**config.mk**
```make
export PLATFORM = sky130hd
export DESIGN_NAME = counter_event_timer
export DESIGN_NICKNAME = d
export VERILOG_FILES = /design/src/rtl/counter_event_pkg.sv /design/src/rtl/counter_event_timer_cmp.sv /design/src/rtl/counter_event_timer.sv
export SDC_FILE = /design/constraint.sdc
export NUM_CORES = 1
export LEC_CHECK = 0
export ABC_CLOCK_PERIOD_IN_PS = 3100
export BUFFER_PORTS_ARGS = -buffer_cell sky130_fd_sc_hd__buf_2
export CORE_MARGIN = 5
export CORE_UTILIZATION = 58
export CTS_CLUSTER_SIZE = 14
export DETAILED_ROUTE_END_ITERATION = 6
export GPL_TIMING_DRIVEN = 0
export PLACE_DENSITY = 0.85
export SYNTH_ARGS = -nofsm -noshare
export SYNTH_HDL_FRONTEND = slang
export SYNTH_SLANG_ARGS = --single-unit
```
**constraint.sdc**
```tcl
create_clock -name clk -period 3.1 [get_ports clk]
set_clock_uncertainty 0.15 [all_clocks]
set_input_delay 0.465 -clock clk [delete_from_list [all_inputs] [get_ports clk]]
set_output_delay 0.465 -clock clk [all_outputs]
set_load 0.02 [all_outputs]
```
**src/rtl/counter_event_pkg.sv**
```systemverilog
// Shared types for the counter event timer: FSM state encoding.
// The command struct is width-dependent, so it is declared inside the top module.
package counter_event_pkg;

  typedef enum logic [0:0] {
    ST_IDLE  = 1'b0,
    ST_ARMED = 1'b1
  } state_t;

  localparam int unsigned DEF_COUNTER_BIT_WIDTH = 8;
  localparam int unsigned DEF_MATCH_CNT_WIDTH   = 16;

endpackage

```
**src/rtl/counter_event_timer_cmp.sv**
```systemverilog
// Equality compare against the armed target, registered event pulse,
// and target + period reload adder (modulo 2^W).
module counter_event_cmp
  import counter_event_pkg::*;
#(
  parameter int unsigned W = DEF_COUNTER_BIT_WIDTH
) (
  input  logic         clk,
  input  logic         rst,
  input  logic         enable,
  input  logic [W-1:0] count_in,
  input  logic [W-1:0] target,
  input  logic [W-1:0] period,
  output logic         match,
  output logic         hit,
  output logic [W-1:0] next_target
);

  assign match       = enable && (count_in == target);
  assign next_target = target + period;

  always_ff @(posedge clk) begin
    if (!rst) hit <= 1'b0;
    else      hit <= match;
  end

endmodule

```
**src/rtl/counter_event_timer.sv**
```systemverilog
// Fires a one-cycle event_pulse when the upstream counter reaches a target.
// Optional COUNTER_EVENT_OVERRUN_EN: detect upstream discontinuities, set missed.
//
// state    | meaning
// ST_IDLE  | waiting for a command, cmd_ready=1
// ST_ARMED | comparing count_in against target every cycle
module counter_event_timer
  import counter_event_pkg::*;
#(
  parameter int unsigned COUNTER_BIT_WIDTH = DEF_COUNTER_BIT_WIDTH,
  parameter int unsigned MATCH_CNT_WIDTH   = DEF_MATCH_CNT_WIDTH
) (
  input  logic                         clk,
  input  logic                         rst,
  input  logic [COUNTER_BIT_WIDTH-1:0] count_in,
  input  logic                         cmd_valid,
  output logic                         cmd_ready,
  input  logic [COUNTER_BIT_WIDTH-1:0] cmd_target,
  input  logic [COUNTER_BIT_WIDTH-1:0] cmd_period,
  input  logic                         cmd_periodic,
  input  logic                         cancel,
  output logic                         event_pulse,
  output logic                         armed,
  output logic [MATCH_CNT_WIDTH-1:0]   match_count,
  output logic                         missed
);

  localparam int unsigned W = COUNTER_BIT_WIDTH;
  localparam logic [MATCH_CNT_WIDTH-1:0] MC_ONE = {{(MATCH_CNT_WIDTH-1){1'b0}}, 1'b1};

  typedef struct packed {
    logic [W-1:0] target;
    logic [W-1:0] period;
    logic         periodic;
  } cmd_t;

  state_t       state;
  cmd_t         cmd_q;
  logic         match;
  logic [W-1:0] next_target;
  logic         reload;

  counter_event_cmp #(.W(W)) u_cmp (
    .clk         (clk),
    .rst         (rst),
    .enable      (state == ST_ARMED),
    .count_in    (count_in),
    .target      (cmd_q.target),
    .period      (cmd_q.period),
    .match       (match),
    .hit         (event_pulse),
    .next_target (next_target)
  );

  // cancel coinciding with a match still lets the event fire, but stops reload
  assign reload = cmd_q.periodic && (cmd_q.period != '0) && !cancel;

`ifdef COUNTER_EVENT_OVERRUN_EN
  localparam logic [W-1:0] CNT_ONE = {{(W-1){1'b0}}, 1'b1};
  logic [W-1:0] prev_count;
  logic         disc;
  logic         missed_q;

  always_ff @(posedge clk) begin
    if (!rst) prev_count <= '0;
    else      prev_count <= count_in;
  end

  assign disc   = (count_in != (prev_count + CNT_ONE));
  assign missed = missed_q;
`else
  assign missed = 1'b0;
`endif

  always_ff @(posedge clk) begin
    if (!rst) begin
      state       <= ST_IDLE;
      cmd_q       <= '0;
      armed       <= 1'b0;
      cmd_ready   <= 1'b1;
      match_count <= '0;
`ifdef COUNTER_EVENT_OVERRUN_EN
      missed_q    <= 1'b0;
`endif
    end else begin
      case (state)
        ST_IDLE: begin
          if (cmd_valid && cmd_ready) begin
            cmd_q.target   <= cmd_target;
            cmd_q.period   <= cmd_period;
            cmd_q.periodic <= cmd_periodic;
            match_count    <= '0;
`ifdef COUNTER_EVENT_OVERRUN_EN
            missed_q       <= 1'b0;
`endif
            state          <= ST_ARMED;
            armed          <= 1'b1;
            cmd_ready      <= 1'b0;
          end
        end
        ST_ARMED: begin
          if (match) begin
            if (match_count != '1) match_count <= match_count + MC_ONE;
            if (reload) begin
              cmd_q.target <= next_target;
            end else begin
              state     <= ST_IDLE;
              armed     <= 1'b0;
              cmd_ready <= 1'b1;
            end
`ifdef COUNTER_EVENT_OVERRUN_EN
          end else if (disc) begin
            missed_q  <= 1'b1;
            state     <= ST_IDLE;
            armed     <= 1'b0;
            cmd_ready <= 1'b1;
`endif
          end else if (cancel) begin
            state     <= ST_IDLE;
            armed     <= 1'b0;
            cmd_ready <= 1'b1;
          end
        end
        default: begin
          state     <= ST_IDLE;
          armed     <= 1'b0;
          cmd_ready <= 1'b1;
        end
      endcase
    end
  end

endmodule

```
# Word-level counts from Yosys, hierarchy flattened
# Index checks and enable logic that the tools add are counted.
dict set report word_totals {
  ff_bits 37
  inputBits 29
  output_inout_bits 20
}
dict set report op_classes {
  n_addsub 2
  eq_ne 8
  mux 23
  n_bitwise 1
  reduce_logical 10
}
# op n
set op_table {}
lappend op_table {{16-bit 2-to-1 mux} 3}
lappend op_table {{16-bit one-hot mux with 2 select lines} 1}
lappend op_table {{17-bit 2-to-1 mux} 1}
lappend op_table {{16-bit by 1-bit adder with 16-bit output, second input constant} 1}
lappend op_table {{8-bit 2-to-1 mux} 2}
lappend op_table {{16-bit != test, second input constant} 1}
lappend op_table {{8-bit one-hot mux with 2 select lines} 1}
lappend op_table {{1-bit 2-to-1 mux} 12}
lappend op_table {{3-bit AND reduction} 3}
lappend op_table {{8-bit adder} 1}
lappend op_table {{8-bit == test} 1}
lappend op_table {{8-bit nonzero test} 1}
lappend op_table {{2-bit by 1-bit != test with 1-bit output, second input constant} 3}
lappend op_table {{1-bit one-hot mux with 2 select lines} 3}
lappend op_table {{1-bit logical AND} 4}
lappend op_table {{3-bit by 2-bit != test with 1-bit output, second input constant} 1}
lappend op_table {{3-bit != test, second input constant} 1}
lappend op_table {{2-bit != test, second input constant} 1}
lappend op_table {{2-bit AND reduction} 1}
lappend op_table {{1-bit zero test} 1}
lappend op_table {{1-bit inverter} 1}

# Logic depth before layout (Yosys ltp)
dict set report logic_depth {
  depth_word 6
  ltp_mapped 8
}

# Modules after synthesis
# A second synthesis with hierarchy kept.
dict set report hier_totals {
  hier_cells 256
  hier_area_um2 2105.8
}
# module instances cells_each area_each_um2 seq_area_each_um2
set by_module_without_submodules {}
lappend by_module_without_submodules {counter_event_timer 1 199 1654.1 720.7}
lappend by_module_without_submodules {counter_event_cmp 1 57 451.7 20.0}

# Least setup slack after synthesis
# No wires, ideal clock.
dict set report synth_timing {
  path_kind {register to register}
  from {register cmd_q[9] (netlist name)}
  to {register cmd_q[15] (netlist name)}
  setup_ns 0.127
  arrival_ns 1.799
  t_required_ns 2.823
  setup_slack_ns 1.024
  path_stages_with_launch 9
  synth_period_minus_slack_ns 2.076
  path_cell_list {dfxtp_1 > ha_1 > inv_1 > fa_1 > nor2b_1 > o31a_1 > mux2i_1 > a211oi_1 > or3_1}
}
dict set report synth_via {
  elab_chain_cells 4
  elab_cells_between_ends 8
}
# item line
set synth_rtl {}
lappend synth_rtl {{8-bit adder or 8-bit == test (tied branches)} {counter_event_timer_cmp.sv:20, counter_event_timer_cmp.sv:19}}
lappend synth_rtl {{8-bit 2-to-1 mux or 1-bit logical AND (tied branches)} {counter_event_timer.sv:104, counter_event_timer_cmp.sv:19}}
lappend synth_rtl {{8-bit 2-to-1 mux or 2-bit by 1-bit != test with 1-bit output (tied branches)} n/a}
lappend synth_rtl {{8-bit one-hot mux with 2 select lines or 3-bit AND reduction (tied branches)} n/a}
# Parallel ways exist; a longest one is shown, timed or not. The select of a mux whose other input is x is not followed.
# A chain may end at the register's enable or synchronous reset.

# Worst setup path in the final report
dict set report layout_timing {
  from {register cmd_q[9] (netlist name)}
  to {register cmd_q[15] (netlist name)}
}
dict set report layout_via {
  elab_chain_cells 4
  elab_cells_between_ends 8
}
# item line
set layout_rtl {}
lappend layout_rtl {{8-bit adder or 8-bit == test (tied branches)} {counter_event_timer_cmp.sv:20, counter_event_timer_cmp.sv:19}}
lappend layout_rtl {{8-bit 2-to-1 mux or 1-bit logical AND (tied branches)} {counter_event_timer.sv:104, counter_event_timer_cmp.sv:19}}
lappend layout_rtl {{8-bit 2-to-1 mux or 2-bit by 1-bit != test with 1-bit output (tied branches)} n/a}
lappend layout_rtl {{8-bit one-hot mux with 2 select lines or 3-bit AND reduction (tied branches)} n/a}
# Parallel ways exist; a longest one is shown, timed or not. The select of a mux whose other input is x is not followed.

==> metrics.md <==
| Metric | Value |
|---|---|
| Status | `completed` |
| CP Data Arrival Time | `2380 ps` |
| Worst reg2reg startpoint | `cmd_q[9]` |
| Hold WC Path Type | `in -> reg` |
| Hold wc startpoint | `cmd_period[5]` |
| Combinational Power Share | `0.148` |
| Placed cells | `359` |
| Top delay family on crit path | `adder cells` |
| Share of layout cells above drive strength 1 | `0.254` |
| Clock share of power | `0.419` |
| Nets | `356` |
| Vias in the first global route | `2,067` |
| Max cap viols | `0` |
| WHS Path Cells | `3` |
| Worst path required time | `3130 ps` |
| Peak Freq | `425 MHz` |
| DR vias/cell | `6.20` |
| Cells along the critical path | `ha_1 > inv_1 > fa_1 > nor2b_1 > o31a_1 > mux2i_1 > a211oi_1 > or3_1` |
| Slowest stage delay, CP | `410 ps` |
| Sequential share of power | `0.433` |
| R2R setup slack | `750 ps` |
| Register area share after synthesis | `0.336` |
| Setup bufs post-CTS | `0` |
| Critical path type | `reg -> reg` |
| Bufs and invs on worst path | `1` |
| Synth Net Count | `302` |
| GPL Wtd Cong | `0.898` |
| Layout Cells excl Fill | `367` |
| CTS buffer count | `5` |
| R2R depth | `8` |
| End of the worst register-to-register path | `cmd_q[15]` |
| Mapped Area | `2210 µm²` |
| Multi-input combinational cell area | `1370 µm²` |
| Clock Latency Late Sink | `290 ps` |
| PwrDens | `453 nW/µm²` |
| Die Ht | `71.7 µm` |
| Syn-to-layout area delta | `19.5%` |
| Site Rows | `22` |
| Final Hold Viols | `0` |
| Net Sw Frac | `0.254` |
| Switch Pwr | `303 µW` |
| Setup violators final | `0` |
| Detail Placement HPWL | `4370 µm` |
| Synth cell types | `56` |
| Yosys reg bits | `37` |
| Tcrit/Tclk final | `0.758` |
| Max-slew headroom | `0.624` |
| Mean Syn Cell Area | `8.36 µm²` |
| WL final | `6000 µm` |
| Global-route wire length before repair | `9710 µm` |
| Filler cell count | `296` |
| Actual slew at the worst max-slew pin | `560 ps` |
| Worst setup SP type | `register` |
| Largest net degree at the start of global routing | `13` |
| Slew Limit Fails | `0` |
| Avg WL per Cell | `16.4 µm` |
| Crit path max fanout | `3` |
| Placeable Area | `3660 µm²` |
| DRT Pass-1 Iters | `7` |
| Initial Util | `0.603` |
| CTS max path bufs | `2` |
| Top_reg_cell synth | `dfxtp_1` |
| FF/Latch Area | `741 µm²` |
| GRT Overall Usage | `0.235` |
| Max stage delay cell, worst path | `dfxtp_1` |
| DRC errors left | `0` |
| Gate Count Post-Synth | `264` |
| Die area | `5140 µm²` |
| Number of flops mapped to enable cells by yosys | `0` |
| Worst vdd rail ir drop | `0.312 mV` |
| Remaining antenna violation count | `0` |
| Fin crit period | `2350 ps` |
| CTS Root Buffer Type | `clkbuf_8` |
| Met1 GRT Util | `0.301` |
| Post-CTS sizing | `0` |
| Vias | `2,274` |
| Hold EP | `cmd_q[6]` |
| Synth async-reset ratio | `0` |
| Ant. Diodes | `0` |
| H-tree depth | `2` |
| Initial antenna violation count | `0` |
| Die extent in x | `71.7 µm` |
| Final TNS setup | `0 ps` |
| Reg clk slew, reported paths | `80 ps` |
| RSZ-0062 raised after global routing | `false` |
| Leakage | `0.00107 µW` |
| Clock tree sinks | `37` |
| Critical Path End Type | `register` |
| Boundary pin count | `49` |
| Most used routing layer | `met2` |
| Aggregate global routing overflow | `0` |
| CTS tree | `done` |
| First DRT Iteration DRCs | `229` |
| Int Power | `889 µW` |
| Synth warn | `0` |
| Met3 GRT Util | `0.0561` |
| Met2 usage | `0.390` |
| CTS Hold Bufs | `0` |
| Port Buffer Count | `47` |
-- power by group through the flow --
stage,combinational (µW),sequential (µW),clock [µW]
2_1_floorplan,119,523,0
3_3_place_gp,165,526,0
3_5_place_dp,170,527,0
4_1_cts,174,516,498
5_1_grt,196,518,521
6_report,177,517,499
-- cells in the final DEF (no fill, tap or decap), types with 7 or more instances in the layout --
cell type   n
buf_2      48
dfxtp_1    37
nor2_1      9
nand2_1    32
nand4_1     9
nand3_1    18
xnor2_1     7
ha_1        8
o21ai_0    10
inv_1      10
a21oi_1    28
-- cell usage after synthesis, drive strengths merged, types with 2 or more instances --
| library cell | instances | area [µm²] |
|---|---|---|
| nand3b | 2 | 15.0 |
| inv | 10 | 37.5 |
| and3 | 5 | 33.8 |
| buf | 4 | 27.5 |
| o31ai | 3 | 22.5 |
| nor2 | 9 | 33.8 |
| o21ai | 10 | 50.1 |
| and4 | 6 | 55.1 |
| xor2 | 2 | 17.5 |
| a31o | 3 | 26.3 |
| o2bb2ai | 2 | 17.5 |
| dfxtp | 37 | 741 |
| and2 | 6 | 42.5 |
| a21o | 3 | 22.5 |
| ha | 8 | 100 |
| a31oi | 5 | 31.3 |
| nand2 | 32 | 120 |
| xnor2 | 11 | 126 |
| nor3 | 4 | 20.0 |
| nand4 | 10 | 77.6 |
| or4 | 5 | 37.5 |
| mux2i | 2 | 20.0 |
| nand3 | 18 | 90.1 |
| or3 | 9 | 62.6 |
| clkbuf | 5 | 18.8 |
| nor4 | 4 | 25.0 |
| o211ai | 3 | 22.5 |
| a21oi | 28 | 140 |
-- final cells by class --
class,count,area share
Buffer,10,0.0209
Multi-Input combinational cell,207,0.521
Timing Repair Buffer,47,0.0893
Clock inverter,3,0.0247
Inverter,10,0.0142
Tap cell,48,0.0228
Sequential cell,37,0.281
Clock buffer,5,0.0261
-- logic make-up (layout without fill, tap and decap cells) --
| kind of cell | after synthesis | count (layout) | synth area share |
|---|---|---|---|
| adders and majority gates | 9 | 9 | 0.0545 |
| AOI/OAI and AO/OA | 67 | 67 | 0.197 |
| DFF | 37 | 37 | 0.336 |
| other | 1 | 1 | 0.00170 |
| and+or+nand+nor | 115 | 115 | 0.294 |
| buffers and inverters | 20 | 75 | 0.0420 |
| xor gates and xnor gates | 13 | 13 | 0.0652 |
| muxes | 2 | 2 | 0.00908 |
-- worst max-delay path by stage --
stage,cells after the start,end,start,slack [ps]
after detailed placement,8,cmd_q[15],cmd_q[9],830
final,8,cmd_q[15],cmd_q[9],750
after CTS,8,cmd_q[15],cmd_q[9],760
after global routing,8,cmd_q[15],cmd_q[9],590
after global placement,8,cmd_q[15],cmd_q[9],860
after floorplan,8,cmd_q[15],cmd_q[9],1020
-- worst min-delay path, delay by kind of cell --
family / cells / cell delay (ps)
AO/OA/AOI/OAI: 1 / 50
AND/OR/NAND/NOR: 1 / 40
buffers and inverters: 1 / 90
-- registers in the layout, indices dropped and copies added (netlist names) --
register / cells
cmd_ready: 1
state: 1
armed: 1
u_cmp.hit: 1
match_count: 16
cmd_q: 17
-- layer usage --
layer,vias up,part of all wire
li1,1087,-
met1,1054,0.42
met2,115,0.48
met3,18,0.081
met4,0,0.021
met5,-,0
-- through the flow --
stage          cell area, µm²  utilization  total power [µW]  hold slack, ps  worst slack (ps)
3_5_place_dp             2500        0.683               697             321               834
2_1_floorplan            2210            -               641             287              1020
3_3_place_gp             2500        0.683               692             310               863
6_report                 2640        0.720              1190             253               749
5_1_grt                  2640        0.720              1230             246               587
4_1_cts                  2640        0.720              1190             252               756
No activity file was read; power rests on OpenSTA's default activity.
